[src/rtl/mux2_rr_arbiter.sv]
// mux2_rr_arbiter: round-robin arbiter sharing one 2:1 data mux between two
// requesters, with a bounded hold time so a requester that never releases
// cannot starve the other.
//
// Optional build macro: MUX_ARB_STATS_EN adds saturating grant/preempt counters.
//
// Ports:
//   clk          system clock, rising edge
//   reset        asynchronous, active-high reset
//   req0, req1   level requests, held while the resource is wanted
//   in0, in1     requester data words
//   gnt0, gnt1   registered grants, never high together
//   sel          registered mux select (0 = in0, 1 = in1), holds in IDLE
//   out          registered selected data word
//   out_valid    out was captured during a grant cycle
//   busy         high while either requester is granted
//   gnt0_cnt, gnt1_cnt, preempt_cnt  (MUX_ARB_STATS_EN only) entry/preempt counts
module mux2_rr_arbiter #(
  parameter int unsigned WIDTH    = 8,
  parameter int unsigned MAX_HOLD = 16
) (
  input  logic             clk,
  input  logic             reset,
  input  logic             req0,
  input  logic             req1,
  input  logic [WIDTH-1:0] in0,
  input  logic [WIDTH-1:0] in1,
  output logic             gnt0,
  output logic             gnt1,
  output logic             sel,
  output logic [WIDTH-1:0] out,
  output logic             out_valid,
  output logic             busy
`ifdef MUX_ARB_STATS_EN
  ,
  output logic [15:0]      gnt0_cnt,
  output logic [15:0]      gnt1_cnt,
  output logic [15:0]      preempt_cnt
`endif
);

  localparam int unsigned CNT_W = $clog2(MAX_HOLD) + 1;
  localparam bit PREEMPT_EN = (MAX_HOLD != 0);
  localparam logic [CNT_W-1:0] HOLD_LAST = PREEMPT_EN ? CNT_W'(MAX_HOLD - 1) : '0;
  localparam logic [CNT_W-1:0] CNT_SAT = '1;

  localparam logic [1:0] IDLE   = 2'd0;
  localparam logic [1:0] GRANT0 = 2'd1;
  localparam logic [1:0] GRANT1 = 2'd2;

  logic [1:0]       state;
  logic [1:0]       state_nxt;
  logic             preempt_c;
  logic             other_req_c;
  logic             last_gnt;
  logic [CNT_W-1:0] hold_cnt;
  logic             hold_due_c;

  assign hold_due_c = PREEMPT_EN && (hold_cnt == HOLD_LAST);

  // State register
  always_ff @(posedge clk or posedge reset) begin
    if (reset) state <= IDLE;
    else       state <= state_nxt;
  end

  // Next-state logic; preemption only when the owner still requests
  always_comb begin
    state_nxt   = state;
    preempt_c   = 1'b0;
    other_req_c = 1'b0;
    case (state)
      IDLE: begin
        if (req0 && req1)  state_nxt = last_gnt ? GRANT0 : GRANT1;
        else if (req0)     state_nxt = GRANT0;
        else if (req1)     state_nxt = GRANT1;
      end
      GRANT0: begin
        other_req_c = req1;
        if (!req0) begin
          state_nxt = req1 ? GRANT1 : IDLE;
        end else if (req1 && hold_due_c) begin
          state_nxt = GRANT1;
          preempt_c = 1'b1;
        end
      end
      GRANT1: begin
        other_req_c = req0;
        if (!req1) begin
          state_nxt = req0 ? GRANT0 : IDLE;
        end else if (req0 && hold_due_c) begin
          state_nxt = GRANT0;
          preempt_c = 1'b1;
        end
      end
      default: state_nxt = IDLE;
    endcase
  end

  // Grant-side outputs registered from next state so they track state exactly
  always_ff @(posedge clk or posedge reset) begin
    if (reset) begin
      gnt0     <= 1'b0;
      gnt1     <= 1'b0;
      busy     <= 1'b0;
      sel      <= 1'b0;
      last_gnt <= 1'b1;
    end else begin
      gnt0 <= (state_nxt == GRANT0);
      gnt1 <= (state_nxt == GRANT1);
      busy <= (state_nxt != IDLE);
      if (state_nxt == GRANT0) begin
        sel      <= 1'b0;
        last_gnt <= 1'b0;
      end else if (state_nxt == GRANT1) begin
        sel      <= 1'b1;
        last_gnt <= 1'b1;
      end
    end
  end

  // Hold counter: counts only contended cycles, clears on any state change
  always_ff @(posedge clk or posedge reset) begin
    if (reset) begin
      hold_cnt <= '0;
    end else if (state_nxt != state) begin
      hold_cnt <= '0;
    end else if (other_req_c && (hold_cnt != CNT_SAT)) begin
      hold_cnt <= hold_cnt + CNT_W'(1);
    end
  end

  // Datapath: capture the granted word; out holds otherwise
  always_ff @(posedge clk or posedge reset) begin
    if (reset) begin
      out       <= '0;
      out_valid <= 1'b0;
    end else if (state == GRANT0) begin
      out       <= in0;
      out_valid <= 1'b1;
    end else if (state == GRANT1) begin
      out       <= in1;
      out_valid <= 1'b1;
    end else begin
      out_valid <= 1'b0;
    end
  end

`ifdef MUX_ARB_STATS_EN
  // Saturating statistics counters
  always_ff @(posedge clk or posedge reset) begin
    if (reset) begin
      gnt0_cnt    <= '0;
      gnt1_cnt    <= '0;
      preempt_cnt <= '0;
    end else begin
      if ((state != GRANT0) && (state_nxt == GRANT0) && (gnt0_cnt != 16'hFFFF))
        gnt0_cnt <= gnt0_cnt + 16'd1;
      if ((state != GRANT1) && (state_nxt == GRANT1) && (gnt1_cnt != 16'hFFFF))
        gnt1_cnt <= gnt1_cnt + 16'd1;
      if (preempt_c && (preempt_cnt != 16'hFFFF))
        preempt_cnt <= preempt_cnt + 16'd1;
    end
  end
`endif

endmodule

[config.mk]
export PLATFORM = sky130hd
export DESIGN_NAME = mux2_rr_arbiter
export DESIGN_NICKNAME = d
export VERILOG_FILES = /design/src/rtl/mux2_rr_arbiter.sv
export SDC_FILE = /design/constraint.sdc
export NUM_CORES = 1
export LEC_CHECK = 0
export ABC_AREA = 1
export CAP_MARGIN = 20
export CORE_UTILIZATION = 30
export CTS_CLUSTER_DIAMETER = 50
export DETAILED_ROUTE_END_ITERATION = 8
export PLACE_DENSITY = 0.6
export SETUP_SLACK_MARGIN = 0.3
export SYNTH_ARGS = -nofsm -noshare
export SYNTH_HDL_FRONTEND = slang
export SYNTH_SLANG_ARGS = --single-unit
[constraint.sdc]
create_clock -name clk -period 3.7 [get_ports clk]
set_clock_uncertainty 0.1 [all_clocks]
set_input_delay 0.925 -clock clk [delete_from_list [all_inputs] [get_ports clk]]
set_output_delay 0.925 -clock clk [all_outputs]
set_load 0.005 [all_outputs]
Word level (Yosys, flattened, before mapping) --
Index checks and enable logic that the tools add are counted.
Cells by class: mux-type cells 20, add/sub/neg operators 1, multipliers 0, bitwise gates (word level) 0, shifts and indexed selects 0, divide/modulo/power cells 0, reduce and logical (&&, ||, !) cells 9, eq/ne operators 7, order comparisons 0
Operator list (number):
- $mux W2 | 9
- $mux W8 | 2
- $mux W5 | 2
- $reduce_bool A2 Y1 | 4
- $pmux W2 S3 | 1
- $add A5 B1 Y5 const B | 1
- $eq A5 B4 Y1 const B | 1
- $mux W1 | 5
- $ne A5 B5 Y1 const B | 1
- $eq A2 B1 Y1 const B | 2
- $eq A2 B2 Y1 const B | 2
- $logic_and A1 B1 Y1 | 4
- $logic_not A2 Y1 | 1
- $ne A2 B2 Y1 | 1
- $pmux W1 S2 | 1
Word-level totals: memories kept 0, bits in writable memories 0, input bits 20, bits in latches 0, register bits after elaboration 21, ROM bits 0

Depth between registers and ports, before layout --
depth after elaboration 8, gate-level depth with buffers 14, depth with buffers taken out 14

Least setup slack after synthesis --
No wires, ideal clock.
kind input to register, start input req0, end register sel, path slack 1.661 ns, setup time 0.126 ns, stages on the path 9, arrival 1.813 ns, path buffers 1, path through buf_6 -> nor2_1 -> nor2_1 -> nand2_1 -> nand3_1 -> nand2_2 -> ha_1 -> nand2_1 -> o21ai_0
On the way: cells in the longest elaborated chain, start to end 6, elaborated cells between the ends (all ways) 13, classes of those cells 2 x eq/ne; 8 x mux; 3 x reduce/logical
Ends and longest elaborated chain:
- start: declaration | RTL line 24 | input logic req0,
- $logic_and A1 B1 Y1 | RTL line 91 | end else if (req0 && hold_due_c) begin
- $mux W2 | RTL line 91
- $mux W2 | RTL line 89 | if (!req1) begin
- $pmux W2 S3 * | RTL line 72 | case (state)
- $eq A2 B1 Y1 or $eq A2 B2 Y1 (tied branches) | RTL line 112, 115
- $mux W1 or $reduce_bool A2 Y1 (tied branches)
- end signal: assignment | RTL line 106 | sel <= 1'b0;
- end signal: assignment | RTL line 113 | sel <= 1'b0;
- end signal: assignment | RTL line 116 | sel <= 1'b1;
- end: declaration | RTL line 30 | output logic sel,
Mark *: on every way between the ends. The rest lies on a longest branch, timed or not. A chain may end at the register's enable or synchronous reset.

Final worst setup path --
start input req0, end register last_gnt
On the way: cells in the longest elaborated chain, start to end 6, elaborated cells between the ends (all ways) 13, classes of those cells 2 x eq/ne; 8 x mux; 3 x reduce/logical
Ends and longest elaborated chain:
- $logic_and A1 B1 Y1 | RTL line 91
- $mux W2 | RTL line 91
- $mux W2 | RTL line 89
- $pmux W2 S3 * | RTL line 72
- $eq A2 B1 Y1 or $eq A2 B2 Y1 (tied branches) | RTL line 112, 115
- $mux W1 or $reduce_bool A2 Y1 (tied branches)
- end signal: assignment | RTL line 107 | last_gnt <= 1'b1;
- end signal: assignment | RTL line 114 | last_gnt <= 1'b0;
- end signal: assignment | RTL line 117 | last_gnt <= 1'b1;
- end: declaration | RTL line 55 | logic last_gnt;
Marked as above.

==> impl_metrics.env <==
export IMPL_status="finished, final reports clean"
export IMPL_start_kind="input pin"
export IMPL_clock_sinks=21
export IMPL_h_tree_depth=1
export IMPL_r2r_slack_ns=1.34
export IMPL_nets=206
export IMPL_worst_path_most_repeated_cell="nand2_1"
export IMPL_cap_violations=0
export IMPL_crit_path_end_kind="flop"
export IMPL_synth_top_cell_area_share_pct=41.7
export IMPL_setup_violations=0
export IMPL_finalCritPeriodShare_pct=67.2
export IMPL_routed_via_density=4.53
export IMPL_crit_chain="clkdlybuf4s50_1 -> nand2_1 -> nand2_1 -> nand2_1 -> nand3_1 -> nand2_2 -> ha_1 -> o21ai_0"
export IMPL_drtIter0Drc=27
export IMPL_die_h_um=65.2
export IMPL_finalHoldViolations=0
export IMPL_slowest_delay_ns=0.64
export IMPL_ys_warn_count=0
export IMPL_antenna_found_initial=0
export IMPL_r2r_cells=9
export IMPL_timing_rr_start="state[1]$_DFF_PP0_"
export IMPL_post_drt_wl_per_cell_um=11.5
export IMPL_antenna_cells=0
export IMPL_rr_endpoint="last_gnt$_DFFE_PP1P_"
export IMPL_tightest_slew_ns=0.794
export IMPL_die_width_um=65.2
export IMPL_start_util_pct=32.1
export IMPL_p_leak_nw=0.756
export IMPL_clkSlewWorstSetupHoldPaths_ns=0.07
export IMPL_area_delta_synth_final_pct=33.1
export IMPL_slew_limit_headroom_pct=47.0
export IMPL_syn_cell_area_um2=1200
export IMPL_grt_overflow_total=0
export IMPL_drive_gt1_share_pct=11.4
export IMPL_max_freq_ghz=0.402
export IMPL_period_minus_slack_ns=2.49
export IMPL_cp_data_arrival_time_ns=2.56
export IMPL_ys_seq_area_share_pct=43.9
export IMPL_final_setup_tns_ns=0
export IMPL_synth_cells=143
export IMPL_hpwl_um=1980
export IMPL_cts_resized=0
export IMPL_critPathLaunch="req0"
export IMPL_gr_usage_all_layers_pct=13.6
export IMPL_rsz0062_at_grt="false"
export IMPL_core_um2=3740
export IMPL_vdd_drop_max_v=0.000367
export IMPL_synth_area_leaders="dfrtp_1 (42%), nand2_1 (11%), ha_1 (10%)"
export IMPL_crit_buf_inv=1
export IMPL_drt_total_wl_um=2560
export IMPL_first_pass_iters=5
export IMPL_avgSynthCellArea_um2=8.39
export IMPL_critPathRequiredTime_ns=3.77
export IMPL_place_gp_congestion=0.794
export IMPL_grt_pass1_vias=1011
export IMPL_vias=1011
export IMPL_numCtsBuffers=3
export IMPL_die_area_um2=4260
export IMPL_power_density_nw_per_um2=734
export IMPL_drc=0
export IMPL_clock_latency_ns=0.26
export IMPL_synth_top_area_cell="dfrtp_1"
export IMPL_crit_path_top_delay_cell="clkdlybuf4s50_1"
export IMPL_num_fill_cells=391
export IMPL_grt_first_pass_wirelength_um=4460
export IMPL_criticalPathCategory="in2reg"
export IMPL_critPathMaxFanout=8
export IMPL_path_depth=8
export IMPL_yosysUniqueCellTypes=20
export IMPL_total_power_w=0.00117
export IMPL_ys_seq_elements=21
export IMPL_crit_end="last_gnt$_DFFE_PP1P_"
export IMPL_min_path_type="reg2reg"
export IMPL_grt_start_max_net_pins=22
export IMPL_cts_root_buf="clkbuf_8"
export IMPL_port_buffers=32
export IMPL_final_antenna_net_count=0
export IMPL_critPathTopFamily="buffers and inverters"
export IMPL_rows=22
export IMPL_io_pins=33
export IMPL_cts_tree="yes"
export IMPL_clockBufferDepth=2
export IMPL_synth_nets=173
export IMPL_slew_violations=0
export IMPL_cts_hold_buf=0
export IMPL_cts_setup_buffers=0
[cell type report]
class	instances	area [µm²]	area share (%)
clock buffers	4	45.0	2.82
inverters	20	75.1	4.70
multi-input cells	98	569	35.7
flip-flops and latches	21	527	33.0
well taps	48	60.1	3.76
repair buffers	32	320	20.1
[flip-flops by register name (all words and copies together) (netlist names)]
name	cells
gnt1	1
hold_cnt	5
gnt0	1
out_valid	1
busy	1
sel	1
state	2
out	8
last_gnt	1
[per-layer routing]
layer	GRT usage, %	vias to the layer above	share of wire, %
li1	-	508	-
met2	25.0	22	50
met3	3.30	6	4.1
met4	2.72	0	0.94
met5	0	-	0
met1	16.0	475	45
[synth_stat cells (all sizes together)]
master  instances
xnor2           1
dfrtp          20
o21ai           4
buf             4
nand3b          1
ha             10
inv            20
nor2           20
a31oi           8
dfstp           1
nand3           6
xor2            2
nand2          44
nand4           2
[logic make-up (layout without fill, tap and decap cells)]
logic type / after synthesis / in the layout / synth area share [%]
buf+inv: 24 / 56 / 8.65
compound gates: 12 / 12 / 5.84
xor+xnor: 3 / 3 / 2.19
flops: 21 / 21 / 43.9
fa+ha+maj: 10 / 10 / 10.4
simple gates: 73 / 73 / 29.0
[worst register-to-register path: stages, from the launching register on]
cell,delay (ns)
dfrtp_1,0.45
inv_1,0.17
ha_1,0.42
inv_1,0.25
nor2_1,0.15
nand2_1,0.08
nand3_2,0.09
nand2_2,0.08
ha_1,0.30
o21ai_0,0.20
[where the power goes]
group | internal [W] | switching, W | leakage (nW)
registers | 0.000329 | 0.0000572 | 0.256
logic | 0.000288 | 0.000349 | 0.477
clock network | 0.0000766 | 0.0000720 | 0.0228
[worst min path at each step]
stage / slack [ns] / cells after the start / endpoint / startpoint
after floorplan: 0.35 / 2 / last_gnt$_DFFE_PP1P_ / last_gnt$_DFFE_PP1P_
final: 0.41 / 2 / last_gnt$_DFFE_PP1P_ / last_gnt$_DFFE_PP1P_
after global placement: 0.37 / 2 / last_gnt$_DFFE_PP1P_ / last_gnt$_DFFE_PP1P_
after detailed placement: 0.41 / 2 / last_gnt$_DFFE_PP1P_ / last_gnt$_DFFE_PP1P_
after CTS: 0.42 / 2 / last_gnt$_DFFE_PP1P_ / last_gnt$_DFFE_PP1P_
after global routing: 0.47 / 2 / sel$_DFFE_PP0P_ / sel$_DFFE_PP0P_
[through the flow]
stage                     util [%]  std cells  cell area (µm²)  hold slack, ns  setup slack, ns
after floorplan                  -        143             1200           0.355             1.66
after global placement        41.4        219             1550           0.371             1.03
after detailed placement      41.4        219             1550           0.409            0.938
after CTS                     42.6        223             1600           0.423             1.21
after global routing          42.6        223             1600           0.470            0.990
final                         42.6        223             1600           0.408             1.21
[layout by cell type (no fill, tap or decap)]
cell type	netlist	layout
dfrtp_1	20	20
nand2_2	8	8
xnor2_1	1	1
nand3b_4	1	1
nor2_2	5	5
nand3_2	1	1
xor2_1	2	2
nand2_4	1	1
clkbuf_8	0	3
a31oi_1	8	8
clkdlybuf4s50_1	0	32
clkbuf_1	0	1
inv_1	20	20
ha_1	10	10
nor2_1	15	15
o21ai_0	4	4
nand2_1	35	35
nand4_1	2	2
dfstp_2	1	1
nand3_1	5	5
Note: power is estimated with default switching activity, not from simulation.
